### config.mk
export PLATFORM = sky130hd
export DESIGN_NAME = cursor_motion
export DESIGN_NICKNAME = d
export VERILOG_FILES = /design/src/rtl/cursor_motion.sv
export SDC_FILE = /design/constraint.sdc
export NUM_CORES = 1
export LEC_CHECK = 0
export CORE_ASPECT_RATIO = 2
export CORE_MARGIN = 3
export CORE_UTILIZATION = 59
export DETAILED_ROUTE_END_ITERATION = 12
export HOLD_SLACK_MARGIN = 0.03
export PLACE_DENSITY = 0.86
export SLEW_MARGIN = 40
export SYNTH_ARGS = -nofsm -noshare
export SYNTH_HDL_FRONTEND = slang
export SYNTH_SLANG_ARGS = --single-unit
### constraint.sdc
create_clock -name Clk -period 16.8 [get_ports Clk]
set_input_delay 5.04 -clock Clk [delete_from_list [all_inputs] [get_ports Clk]]
set_output_delay 5.04 -clock Clk [all_outputs]
set_load 0.01 [all_outputs]
### src/rtl/cursor_motion.sv
// Per-frame keyboard-driven cursor position generator with press-and-hold acceleration,
// on-screen clamping of the diamond, and a valid/ready click event on each spacebar press.
module cursor_motion #(
   parameter int X_MIN        = 0,
   parameter int X_MAX        = 639,
   parameter int Y_MIN        = 0,
   parameter int Y_MAX        = 479,
   parameter int SIZE         = 4,
   parameter int X_START      = 320,
   parameter int Y_START      = 240,
   parameter int ACCEL_FRAMES = 8,
   parameter int MAX_STEP     = 8
) (
   input  logic       Clk,
   input  logic       Reset,
   input  logic       frame_clk,
   input  logic [7:0] keycode,
   output logic [9:0] CursorX,
   output logic [9:0] CursorY,
   output logic [9:0] CursorSize,
   output logic       click_valid,
   output logic [9:0] click_x,
   output logic [9:0] click_y,
   input  logic       click_ready
);

   typedef enum logic {IDLE, MOVING} state_t;
   typedef enum logic [2:0] {DIR_NONE, DIR_LEFT, DIR_RIGHT, DIR_UP, DIR_DOWN} dir_t;

   localparam int CNT_W = $clog2(ACCEL_FRAMES + 1);
   localparam logic signed [10:0] X_LO = 11'(X_MIN + SIZE);
   localparam logic signed [10:0] X_HI = 11'(X_MAX - SIZE);
   localparam logic signed [10:0] Y_LO = 11'(Y_MIN + SIZE);
   localparam logic signed [10:0] Y_HI = 11'(Y_MAX - SIZE);

   state_t             state_q, state_d;
   dir_t               dir_last_q, dir_last_d;
   dir_t               dir;
   logic [9:0]         step_q, step_d;
   logic [CNT_W-1:0]   cnt_q, cnt_d;
   logic [9:0]         x_q, x_d, y_q, y_d;
   logic               frame_clk_q, space_q;
   logic               click_valid_q, click_valid_d;
   logic [9:0]         click_x_q, click_x_d, click_y_q, click_y_d;

   logic               frame_tick, space_now, press, do_move;
   logic [9:0]         move_amt, step_dbl;
   logic [CNT_W-1:0]   cnt_inc;
   logic signed [10:0] amt_s, dx, dy, x_sum, y_sum;

   function automatic logic [9:0] clamp(input logic signed [10:0] v,
                                        input logic signed [10:0] lo,
                                        input logic signed [10:0] hi);
      if (v < lo)      return lo[9:0];
      else if (v > hi) return hi[9:0];
      else             return v[9:0];
   endfunction

   always_comb begin
      unique case (keycode)
         8'h04:   dir = DIR_LEFT;
         8'h07:   dir = DIR_RIGHT;
         8'h1A:   dir = DIR_UP;
         8'h16:   dir = DIR_DOWN;
         default: dir = DIR_NONE;
      endcase
   end

   assign frame_tick = frame_clk & ~frame_clk_q;
   assign space_now  = (keycode == 8'h2C);
   assign press      = space_now & ~space_q;
   assign cnt_inc    = cnt_q + CNT_W'(1);
   assign step_dbl   = {step_q[8:0], 1'b0};

   // NOTE: every combinational output gets a default first so no path can infer a latch.
   always_comb begin
      state_d    = state_q;
      dir_last_d = dir_last_q;
      step_d     = step_q;
      cnt_d      = cnt_q;
      do_move    = 1'b0;
      move_amt   = 10'd0;
      if (frame_tick) begin
         if (dir == DIR_NONE) begin
            state_d = IDLE;
            step_d  = 10'd1;
            cnt_d   = '0;
         end else if (state_q == IDLE || dir != dir_last_q) begin
            state_d    = MOVING;
            dir_last_d = dir;
            step_d     = 10'd1;
            cnt_d      = CNT_W'(1);
            do_move    = 1'b1;
            move_amt   = 10'd1;
         end else begin
            do_move  = 1'b1;
            move_amt = step_q;
            if (cnt_inc == CNT_W'(ACCEL_FRAMES)) begin
               step_d = (step_dbl > 10'(MAX_STEP)) ? 10'(MAX_STEP) : step_dbl;
               cnt_d  = '0;
            end else begin
               cnt_d = cnt_inc;
            end
         end
      end
   end

   // Signed 11-bit sums let a step past either edge be seen and clamped instead of wrapping.
   always_comb begin
      amt_s = $signed({1'b0, move_amt});
      dx    = '0;
      dy    = '0;
      unique case (dir)
         DIR_LEFT:  dx = -amt_s;
         DIR_RIGHT: dx = amt_s;
         DIR_UP:    dy = -amt_s;
         DIR_DOWN:  dy = amt_s;
         default: ;
      endcase
      x_sum = $signed({1'b0, x_q}) + dx;
      y_sum = $signed({1'b0, y_q}) + dy;
      x_d   = do_move ? clamp(x_sum, X_LO, X_HI) : x_q;
      y_d   = do_move ? clamp(y_sum, Y_LO, Y_HI) : y_q;
   end

   // Capture reads the registered position, so a same-cycle frame update is not seen.
   always_comb begin
      click_valid_d = click_valid_q;
      click_x_d     = click_x_q;
      click_y_d     = click_y_q;
      if (press && !click_valid_q) begin
         click_valid_d = 1'b1;
         click_x_d     = x_q;
         click_y_d     = y_q;
      end else if (click_valid_q && click_ready) begin
         click_valid_d = 1'b0;
      end
   end

   // NOTE: sequential state uses non-blocking assignments so all registers update together.
   always_ff @(posedge Clk) begin
      if (Reset) begin
         state_q       <= IDLE;
         dir_last_q    <= DIR_NONE;
         step_q        <= 10'd1;
         cnt_q         <= '0;
         x_q           <= 10'(X_START);
         y_q           <= 10'(Y_START);
         // NOTE: reset high so a frame_clk already high at release does not look like an edge.
         frame_clk_q   <= 1'b1;
         space_q       <= 1'b0;
         click_valid_q <= 1'b0;
         click_x_q     <= '0;
         click_y_q     <= '0;
      end else begin
         state_q       <= state_d;
         dir_last_q    <= dir_last_d;
         step_q        <= step_d;
         cnt_q         <= cnt_d;
         x_q           <= x_d;
         y_q           <= y_d;
         frame_clk_q   <= frame_clk;
         space_q       <= space_now;
         click_valid_q <= click_valid_d;
         click_x_q     <= click_x_d;
         click_y_q     <= click_y_d;
      end
   end

   assign CursorX     = x_q;
   assign CursorY     = y_q;
   assign CursorSize  = 10'(SIZE);
   assign click_valid = click_valid_q;
   assign click_x     = click_x_q;
   assign click_y     = click_y_q;

endmodule

Yosys cells after proc, flatten, opt, wreduce, memory -nomap -nowiden
Cells that the tools add are included.

operators by class
  $add $sub $neg = 4
  magnitude comparators = 5
  equality and inequality tests = 11
  mux-type cells = 23
  bitwise gates (word level) = 6
  reduce and logical (&&, ||, !) cells = 11

operator list
  cell                  count
  $mux 10               11
  $pmux 11 s2           2
  $add 11x11->11        2
  $lt 11x4->1 const B   2
  $eq 8x3->1 const B    2
  $eq 8x5->1 const B    2
  $mux 4                3
  $pmux 3 s4            1
  $gt 11x10->1 const B  1
  $gt 11x11->1 const B  1
  $neg 10->11           1
  $gt 10x4->1 const B   1
  $eq 8x6->1 const B    1
  $eq 3x2->1 const B    2
  $mux 1                6
  $add 4x1->4 const B   1
  $eq 4x4->1 const B    1
  $not 1->1             4
  $reduce_and 2->1      2
  $reduce_bool 2->1     2
  $eq 3x1->1 const B    1
  $eq 3x3->1 const B    1
  $logic_not 3->1       1
  $ne 3x3->1            1
  other kinds (6)       8

storage, ports and cells
  register bits = 61
  output and inout port bits = 51

Longest topological paths before layout
Gate-level depths: netlist of the first run.

  depth in word-level cells = 13
  depth in mapped cells = 22
  gate-level depth less buffers = 19

Least setup slack after synthesis of the first run
No wires, ideal clock.

  path kind = input -> register
  start point = input port keycode[3]
  end point = register y_q[1] (netlist: CursorY[1])
  arrival time = 9549 ps
  data required time = 16721 ps
  setup slack = 7172 ps
  stages on the path = 20
  buffers on the path = 2
  path through = buf_2 -> nor3b_1 -> and3_1 -> buf_2 -> a311o_1 -> o211ai_2 -> nor2_2 -> nand2_1 -> ha_1 -> a32oi_1 -> inv_1 -> ha_1 -> a21o_1 -> a211o_1 -> a2111o_1 -> and3_1 -> or2_0 -> o41a_1 -> and3_1 -> a211oi_2

between the ends
  longest elaborated chain between the ends = 13

ends and longest elaborated chain
  item                                             line  RTL
  start: declaration                               17    input logic [7:0] keycode,
  $eq 8x5->1 / $eq 8x3->1 (equally long branches)  60    unique case (keycode)
  $pmux 3 s4 (*)                                   60
  $ne 3x3->1                                       88    end else if (state_q == IDLE || dir != dir_last_q) begin
  $logic_or 1x1->1                                 88
  $mux 10                                          88
  $mux 10                                          84    if (dir == DIR_NONE) begin
  $mux 10                                          83    if (frame_tick) begin
  $neg 10->11                                      116   DIR_UP: dy = -amt_s;
  $pmux 11 s2                                      113   unique case (dir)
  $add 11x11->11                                   121   y_sum = $signed({1'b0, y_q}) + dy;
  $gt 11x10->1                                     55    else if (v > hi) return hi[9:0];
  $mux 10                                          55
  $mux 10                                          54    if (v < lo) return lo[9:0];
  end signal: assignment                           148   y_q <= 10'(Y_START);
  end signal: assignment                           161   y_q <= y_d;
  end: declaration                                 41    logic [9:0] x_q, x_d, y_q, y_d;

Every way passes the cells marked *; elsewhere a longest branch is shown, timed or not.
A chain may end at the register's enable or synchronous reset.

Final worst setup path of the first run
  start point = input port keycode[3]
  end point = register x_q[0] (netlist: CursorX[0])

between the ends
  longest elaborated chain between the ends = 13

ends and longest elaborated chain
  item                                             line  RTL
  $eq 8x5->1 / $eq 8x3->1 (equally long branches)  60
  $pmux 3 s4 (*)                                   60
  $ne 3x3->1                                       88
  $logic_or 1x1->1                                 88
  $mux 10                                          88
  $mux 10                                          84
  $mux 10                                          83
  $neg 10->11                                      114   DIR_LEFT: dx = -amt_s;
  $pmux 11 s2                                      113
  $add 11x11->11                                   120   x_sum = $signed({1'b0, x_q}) + dx;
  $gt 11x11->1                                     55
  $mux 10                                          55
  $mux 10                                          54
  end signal: assignment                           147   x_q <= 10'(X_START);
  end: declaration                                 41

Marked as above.

==> results of run 1 <==
metal layers:
layer,global-route usage,share of wire,vias to the layer above
met1,0.320,0.34,2102
met5,0,0,-
met4,0.208,0.053,0
met3,0.0549,0.049,50
met2,0.603,0.56,196
li1,-,-,2107
Yosys cell counts, drive strengths merged, types with 3 or more instances:
| cell | instances |
|---|---|
| nand4 | 5 |
| a21boi | 4 |
| buf | 16 |
| dfxtp | 61 |
| nor3b | 3 |
| clkbuf | 23 |
| nand3 | 13 |
| or2 | 6 |
| a22o | 4 |
| and2 | 8 |
| a31o | 6 |
| and3 | 4 |
| nor3 | 19 |
| a21oi | 68 |
| a41oi | 4 |
| a31oi | 7 |
| o21a | 5 |
| a21o | 4 |
| a211oi | 5 |
| o21ai | 27 |
| or3 | 9 |
| a32oi | 3 |
| a22oi | 3 |
| inv | 13 |
| a311oi | 3 |
| xnor2 | 12 |
| nor2 | 35 |
| a221oi | 8 |
| ha | 23 |
| nand2b | 6 |
| nor4 | 6 |
| xor2 | 5 |
| nor2b | 9 |
| nand2 | 95 |
state kept, by name, summed over array words and instances, names as in the netlist:
register,count
click_y,10
CursorY,10
click_x,10
state_q,1
cnt_q,4
space_q,1
CursorX,10
click_valid,1
frame_clk_q,1
dir_last_q,3
step_q,10
power by group:
| part | leakage, nW | total [mW] | switching (mW) | internal (mW) |
|---|---|---|---|---|
| Combinational | 1.16 | 0.0125 | 0.00819 | 0.00435 |
| Sequential | 0.492 | 0.145 | 0.000215 | 0.145 |
| Clock | 0.172 | 0.222 | 0.0687 | 0.153 |
| Total | 1.82 | 0.380 | 0.0771 | 0.302 |
path summary, 6_finish.rpt:
path / end / cells past startpoint
worst max-delay path: CursorX[0] / 19
worst min-delay path: click_y[4] / 2
worst max register to register: CursorX[0] / 18
worst min register to register: click_y[4] / 2
cell usage in the layout, fill, tap and decap left out, drive strengths merged, types with 6 or more instances in the layout:
cell type	Yosys	layout
nor2	35	35
and2	8	8
ha	23	23
nand3	13	13
nor4	6	6
a21oi	68	68
nand2b	6	6
a31o	6	6
buf	16	6
nand2	95	95
inv	13	13
clkbuf	23	11
dfxtp	61	61
or2	6	6
a221oi	8	8
a31oi	7	7
o21ai	27	27
xnor2	12	12
clkdlybuf4s50	0	51
conb	2	10
or3	9	9
nor2b	9	9
nor3	19	19
critical path: cells and delay by family:
kind | cells | cell delay (ps)
AOI/OAI and AO/OA | 7 | 2090
and+or+nand+nor | 7 | 2570
xor gates and xnor gates | 1 | 300
buffers and inverters | 2 | 730
adders and majority gates | 2 | 690
cells by family after synthesis:
logic type / count (synthesis) / synth area share
multiplexers: 3 / 0.00731
flip-flops: 61 / 0.286
adder cells (fa/ha/maj): 25 / 0.0767
XOR/XNOR: 17 / 0.0348
buffers and inverters: 52 / 0.0576
AO/OA/AOI/OAI: 175 / 0.277
AND/OR/NAND/NOR: 228 / 0.259
other: 2 / 0.00176
cell type report:
| class | count | area, um2 |
|---|---|---|
| multi-input combinational | 458 | 2850 |
| fill | 559 | 1850 |
| sequential | 61 | 1220 |
| timing repair buffer | 57 | 556 |
| clock buffer | 11 | 253 |
| tap | 90 | 113 |
| clock inverter | 5 | 106 |
| inverter | 13 | 48.8 |
through the flow:
step	instance area, um2	hold slack (ps)
2_1_floorplan	4310	459
3_3_place_gp	4780	438
3_5_place_dp	4780	443
4_1_cts	5140	450
5_1_grt	5140	459
6_report	5140	449
==> results.py, run 1 <==
metrics = {
    "setup_path": {
        "timing.rr.start": "dir_last_q[0]",
        "cp-startpoint": "keycode[3]",
        "crit_path_top_delay_cell": "and3_1",
        "critPathMaxFanout": 17,
        "setup.worst_path.end_class": "flop",
        "crit_arrival_ps": 11430,
        "worstSetupPathType": "in2reg",
        "cp-start-kind": "input pin",
        "reg2reg_slack_ps": 11110,
        "required_ps": 17040,
        "path_cells": "clkdlybuf4s50_1 > nor3b_1 > and3_1 > a311o_1 > o211ai_2 > nor2_2 > nand2_1 > ha_1 > nor2_1 > inv_1 > a21oi_1 > ha_1 > nor2b_1 > o31ai_1 > a2bb2oi_1 > a31oi_1 > xor2_1 > nand2_1 > a221oi_1",
        "worst_path_largest_cell_delay_ps": 650,
    },
    "placed_design": {
        "dp_hpwl_um": 9550,
        "pre_cts_slack_ps": 5520,
        "dpl.cell_count": 679,
        "gp_congestion": 0.970,
        "numPortBuffers": 52,
    },
    "floorplanning": {
        "dieWidth_um": 66.2,
        "dieArea_um2": 8370,
        "initial_core_util": 0.611,
        "num_rows": 43,
        "core_area_um2": 6990,
        "die_h_um": 126,
        "io_pins": 63,
    },
    "clock_tree": {
        "clock_sinks": 61,
        "numCtsBuffers": 9,
        "cts_resized": 0,
        "cts_root_buf": "clkbuf_16",
        "cts_hold_buf": 0,
        "path_clk_slew_ps": 60,
        "htreeDepth": 3,
        "clk_latency_ps": 340,
        "cts_tree": "built",
        "cts_buffer_depth": 2,
        "post_cts_buffers": 0,
    },
    "final_layout": {
        "final_util": 0.735,
        "drive_gt1_frac": 0.0777,
        "n_antenna_cell": 0,
        "fin_nets": 637,
        "area_growth_pct": 20.2,
        "instances_no_fill": 695,
    },
    "synthesis": {
        "ys_async_sr_fraction": 0,
        "synthTopCellsByArea": "dfxtp_1 (29%), nand2_1 (8.3%), a21oi_1 (8.0%)",
        "synth_edf_count": 0,
        "syn_area_um2": 4280,
        "yosysWarnings": 0,
        "synth_cell_type_count": 73,
        "syn-mean-instance-area_um2": 7.60,
        "synthCells": 563,
        "synth-seq-cells": 61,
        "ys.flop_type": "dfxtp_1",
        "ys_seq_area_frac": 0.286,
        "synth_top_cell_by_area": "dfxtp_1",
        "synth_top_area_frac": 0.286,
    },
    "timing": {
        "fin_crit_ps": 11200,
        "slew-limit-headroom": 0.481,
        "report.final.slew_viol_count": 0,
        "final-hold-violation-count": 0,
        "fin_crit_sh": 0.666,
        "fin_ws_ps": 5600,
        "worstMarginPinSlew_ps": 779,
        "skew_ps": 6.45,
        "finalSetupViolCount": 0,
        "rsz0062_at_grt": "false",
        "setup_tns_ps": 0,
        "max_freq_mhz": 89.3,
    },
    "global_route": {
        "grt_pass1_vias": 4521,
        "grt_max_degree": 57,
        "grt_antenna_before_repair": 0,
        "grtUsageTotal": 0.328,
        "grt_pass1_wl_um": 21400,
        "grt_overflow": 0,
    },
    "hold_path": {
        "min_from": "click_y[4]",
        "hold_class": "reg2reg",
    },
    "route": {
        "vias": 4455,
        "wl_per_cell_um": 18.9,
        "via_per_inst": 6.41,
        "drt-total-wl_um": 13100,
        "drtIter0Drc": 267,
        "first_pass_iters": 6,
        "postRouteAntennaNets": 0,
        "drcViolationCount": 0,
    },
    "pwr": {
        "powerDensity_nw_per_um2": 73.8,
        "total_power_mw": 0.380,
        "ir_worst_vdd_v": 0.0000698,
        "p_leak_nw": 1.82,
    },
    "run_status": {
        "status": "complete, no violations",
    },
    "flow_run": {
        "max_cap_viol_count": 0,
    },
}
No activity file was read; power rests on OpenSTA's default activity.
==> run 2, diff against run 1 <==
--- a/config.mk
+++ b/config.mk
@@ -7,10 +7,10 @@
 export LEC_CHECK = 0
 export CORE_ASPECT_RATIO = 2
 export CORE_MARGIN = 3
-export CORE_UTILIZATION = 59
+export CORE_UTILIZATION = 55
 export DETAILED_ROUTE_END_ITERATION = 12
 export HOLD_SLACK_MARGIN = 0.03
-export PLACE_DENSITY = 0.86
+export PLACE_DENSITY = 0.81
 export SLEW_MARGIN = 40
 export SYNTH_ARGS = -nofsm -noshare
 export SYNTH_HDL_FRONTEND = slang
==> constraint.sdc (replaced) <==
create_clock -name Clk -period 11.45 [get_ports Clk]
set_input_delay 3.435 -clock Clk [delete_from_list [all_inputs] [get_ports Clk]]
set_output_delay 3.435 -clock Clk [all_outputs]
set_load 0.01 [all_outputs]
==> run 2 against run 1 <==
Compared with the run above:
- combinational power up 50%
- clock-buffer cell count unchanged
- worst setup slack got worse by 3600 ps
- core utilization shrank 5.3 points
- non-clock buffer count grew 1
- sequential power is 47% higher
- total power rose by 27%
- flip-flop and latch count is the same
- largest cell class unchanged
- largest power group unchanged
- highest routed layer unchanged
==> results.py, run 2 (synthesized netlist as in run 1, its figures left out) <==
metrics = {
    "setup_path": {
        "required_ps": 11670,
        "crit_path_top_delay_cell": "and3_1",
        "path_cells": "clkdlybuf4s50_1 > nor3b_1 > and3_1 > a311o_1 > o211ai_2 > nor2_2 > nand2_1 > ha_1 > nor2_1 > nand2_1 > o21ai_0 > ha_1 > nor2b_1 > o2111a_1 > nor3_1 > xor2_1 > or4b_1 > nor4b_1 > nor2b_1 > a221o_1",
        "critPathMaxFanout": 17,
        "cpLargestDelayFamily": "simple AND/OR/NAND/NOR gates",
        "setup.worst_path.end_class": "flop",
        "reg2reg_slack_ps": 5890,
        "worst_path_largest_cell_delay_ps": 620,
        "worstSetupPathType": "in2reg",
        "crit_arrival_ps": 9650,
        "path_buf_inv": 1,
        "cp-start-kind": "input pin",
    },
    "global_route": {
        "grtUsageTotal": 0.307,
        "grt_pass1_vias": 4441,
        "grt_antenna_before_repair": 0,
        "grt_overflow": 0,
        "grt_max_degree": 57,
        "grt_pass1_wl_um": 20700,
    },
    "clock_tree": {
        "cts_buffer_depth": 2,
        "htreeDepth": 3,
        "cts_tree": "built",
        "cts_resized": 0,
        "clock_sinks": 61,
        "post_cts_buffers": 0,
        "cts_root_buf": "clkbuf_16",
        "numCtsBuffers": 9,
        "cts_hold_buf": 0,
        "path_clk_slew_ps": 50,
        "clk_latency_ps": 330,
    },
    "placed_design": {
        "dp_hpwl_um": 9610,
        "numPortBuffers": 52,
        "dpl-instance-area_um2": 4790,
        "gp_congestion": 0.944,
    },
    "timing": {
        "worstMarginPinSlew_ps": 776,
        "max_freq_mhz": 106,
        "skew_ps": 6.31,
        "fin_crit_sh": 0.824,
        "setup_tns_ps": 0,
        "fin_crit_ps": 9440,
        "finalSetupViolCount": 0,
        "slew-limit-headroom": 0.482,
        "rsz0062_at_grt": "false",
        "final-hold-violation-count": 0,
        "report.final.slew_viol_count": 0,
    },
    "pwr": {
        "p_switching_mw": 0.111,
        "power_frac_clock": 0.519,
        "total_power_mw": 0.483,
        "intPower_mw": 0.371,
        "ir_worst_vdd_v": 0.0000887,
        "switching_share": 0.231,
        "powerDensity_nw_per_um2": 95.2,
        "p_leak_nw": 1.78,
        "combPwrFrac": 0.039,
        "p_seq_frac": 0.442,
    },
    "floorplanning": {
        "io_pins": 63,
        "num_rows": 44,
        "initial_core_util": 0.575,
        "die_h_um": 131,
        "dieWidth_um": 68.4,
        "core_area_um2": 7430,
        "dieArea_um2": 8930,
    },
    "final_layout": {
        "layout_commonest_cell": "nand2_1",
        "n_antenna_cell": 0,
        "drive_gt1_frac": 0.0776,
        "final_cell_mix": "nand2_1 (95), a21oi_1 (68), dfxtp_1 (61)",
        "fin_nets": 638,
        "fill_cells": 626,
        "multiInputGateArea_um2": 2850,
        "final_area_um2": 5070,
        "final_util": 0.682,
        "area_growth_pct": 18.5,
        "final-seq-area_um2": 1220,
    },
    "route": {
        "postRouteAntennaNets": 0,
        "wl_per_cell_um": 18.2,
        "vias": 4408,
        "drtIter0Drc": 319,
        "via_per_inst": 6.32,
        "first_pass_iters": 4,
        "drt-total-wl_um": 12700,
        "drcViolationCount": 0,
    },
    "flow_run": {
        "max_cap_viol_count": 0,
    },
    "hold_path": {
        "hold_class": "reg2reg",
    },
    "run_status": {
        "status": "complete, no violations",
    },
}
## run 2: area by class of cell
| type | instances | share of cell area |
|---|---|---|
| clock buffers | 11 | 0.0479 |
| multi-input cells | 458 | 0.561 |
| flip-flops and latches | 61 | 0.241 |
| inverters | 13 | 0.00962 |
| repair buffers | 58 | 0.111 |
| well taps | 92 | 0.0227 |
| clock inverters | 5 | 0.00716 |
## run 2: final timing paths
| kind | depth (start not counted) | to | startpoint |
|---|---|---|---|
| setup / recovery | 20 | CursorY[6] | keycode[3] |
| setup reg to reg | 19 | CursorY[6] | dir_last_q[0] |
| hold / removal | 2 | click_y[1] | click_y[1] |
| hold reg to reg | 2 | click_y[1] | click_y[1] |
## run 2: per-stage QoR
step	std cells	setup WS [ps]	hold slack [ps]
floorplan	571	3430	459
global route	698	1490	472
detailed placement	682	1760	445
finish	698	2010	452
global placement	682	1980	439
CTS	698	2090	452
## run 2: power groups by stage
stage	Clock, mW	Sequential (mW)	Combinational (mW)
3_3_place_gp	0	0.218	0.0179
6_report	0.251	0.213	0.0188
5_1_grt	0.264	0.213	0.0204
2_1_floorplan	0	0.218	0.0134
3_5_place_dp	0	0.218	0.0184
4_1_cts	0.253	0.213	0.0185
## run 2: worst register-to-register path: cells and delay by family (launching register included)
kind,cells,cell delay (ps)
fa+ha+maj,2,670
flops,1,380
simple gates,10,2560
compound gates,6,1560
xor+xnor,1,260
## run 2: routing by layer
metal | up-vias | share of wire | track usage
met4 | 0 | 0.057 | 0.206
met2 | 146 | 0.54 | 0.557
met5 | - | 0 | 0
met3 | 50 | 0.054 | 0.0796
met1 | 2085 | 0.35 | 0.288
li1 | 2127 | - | -
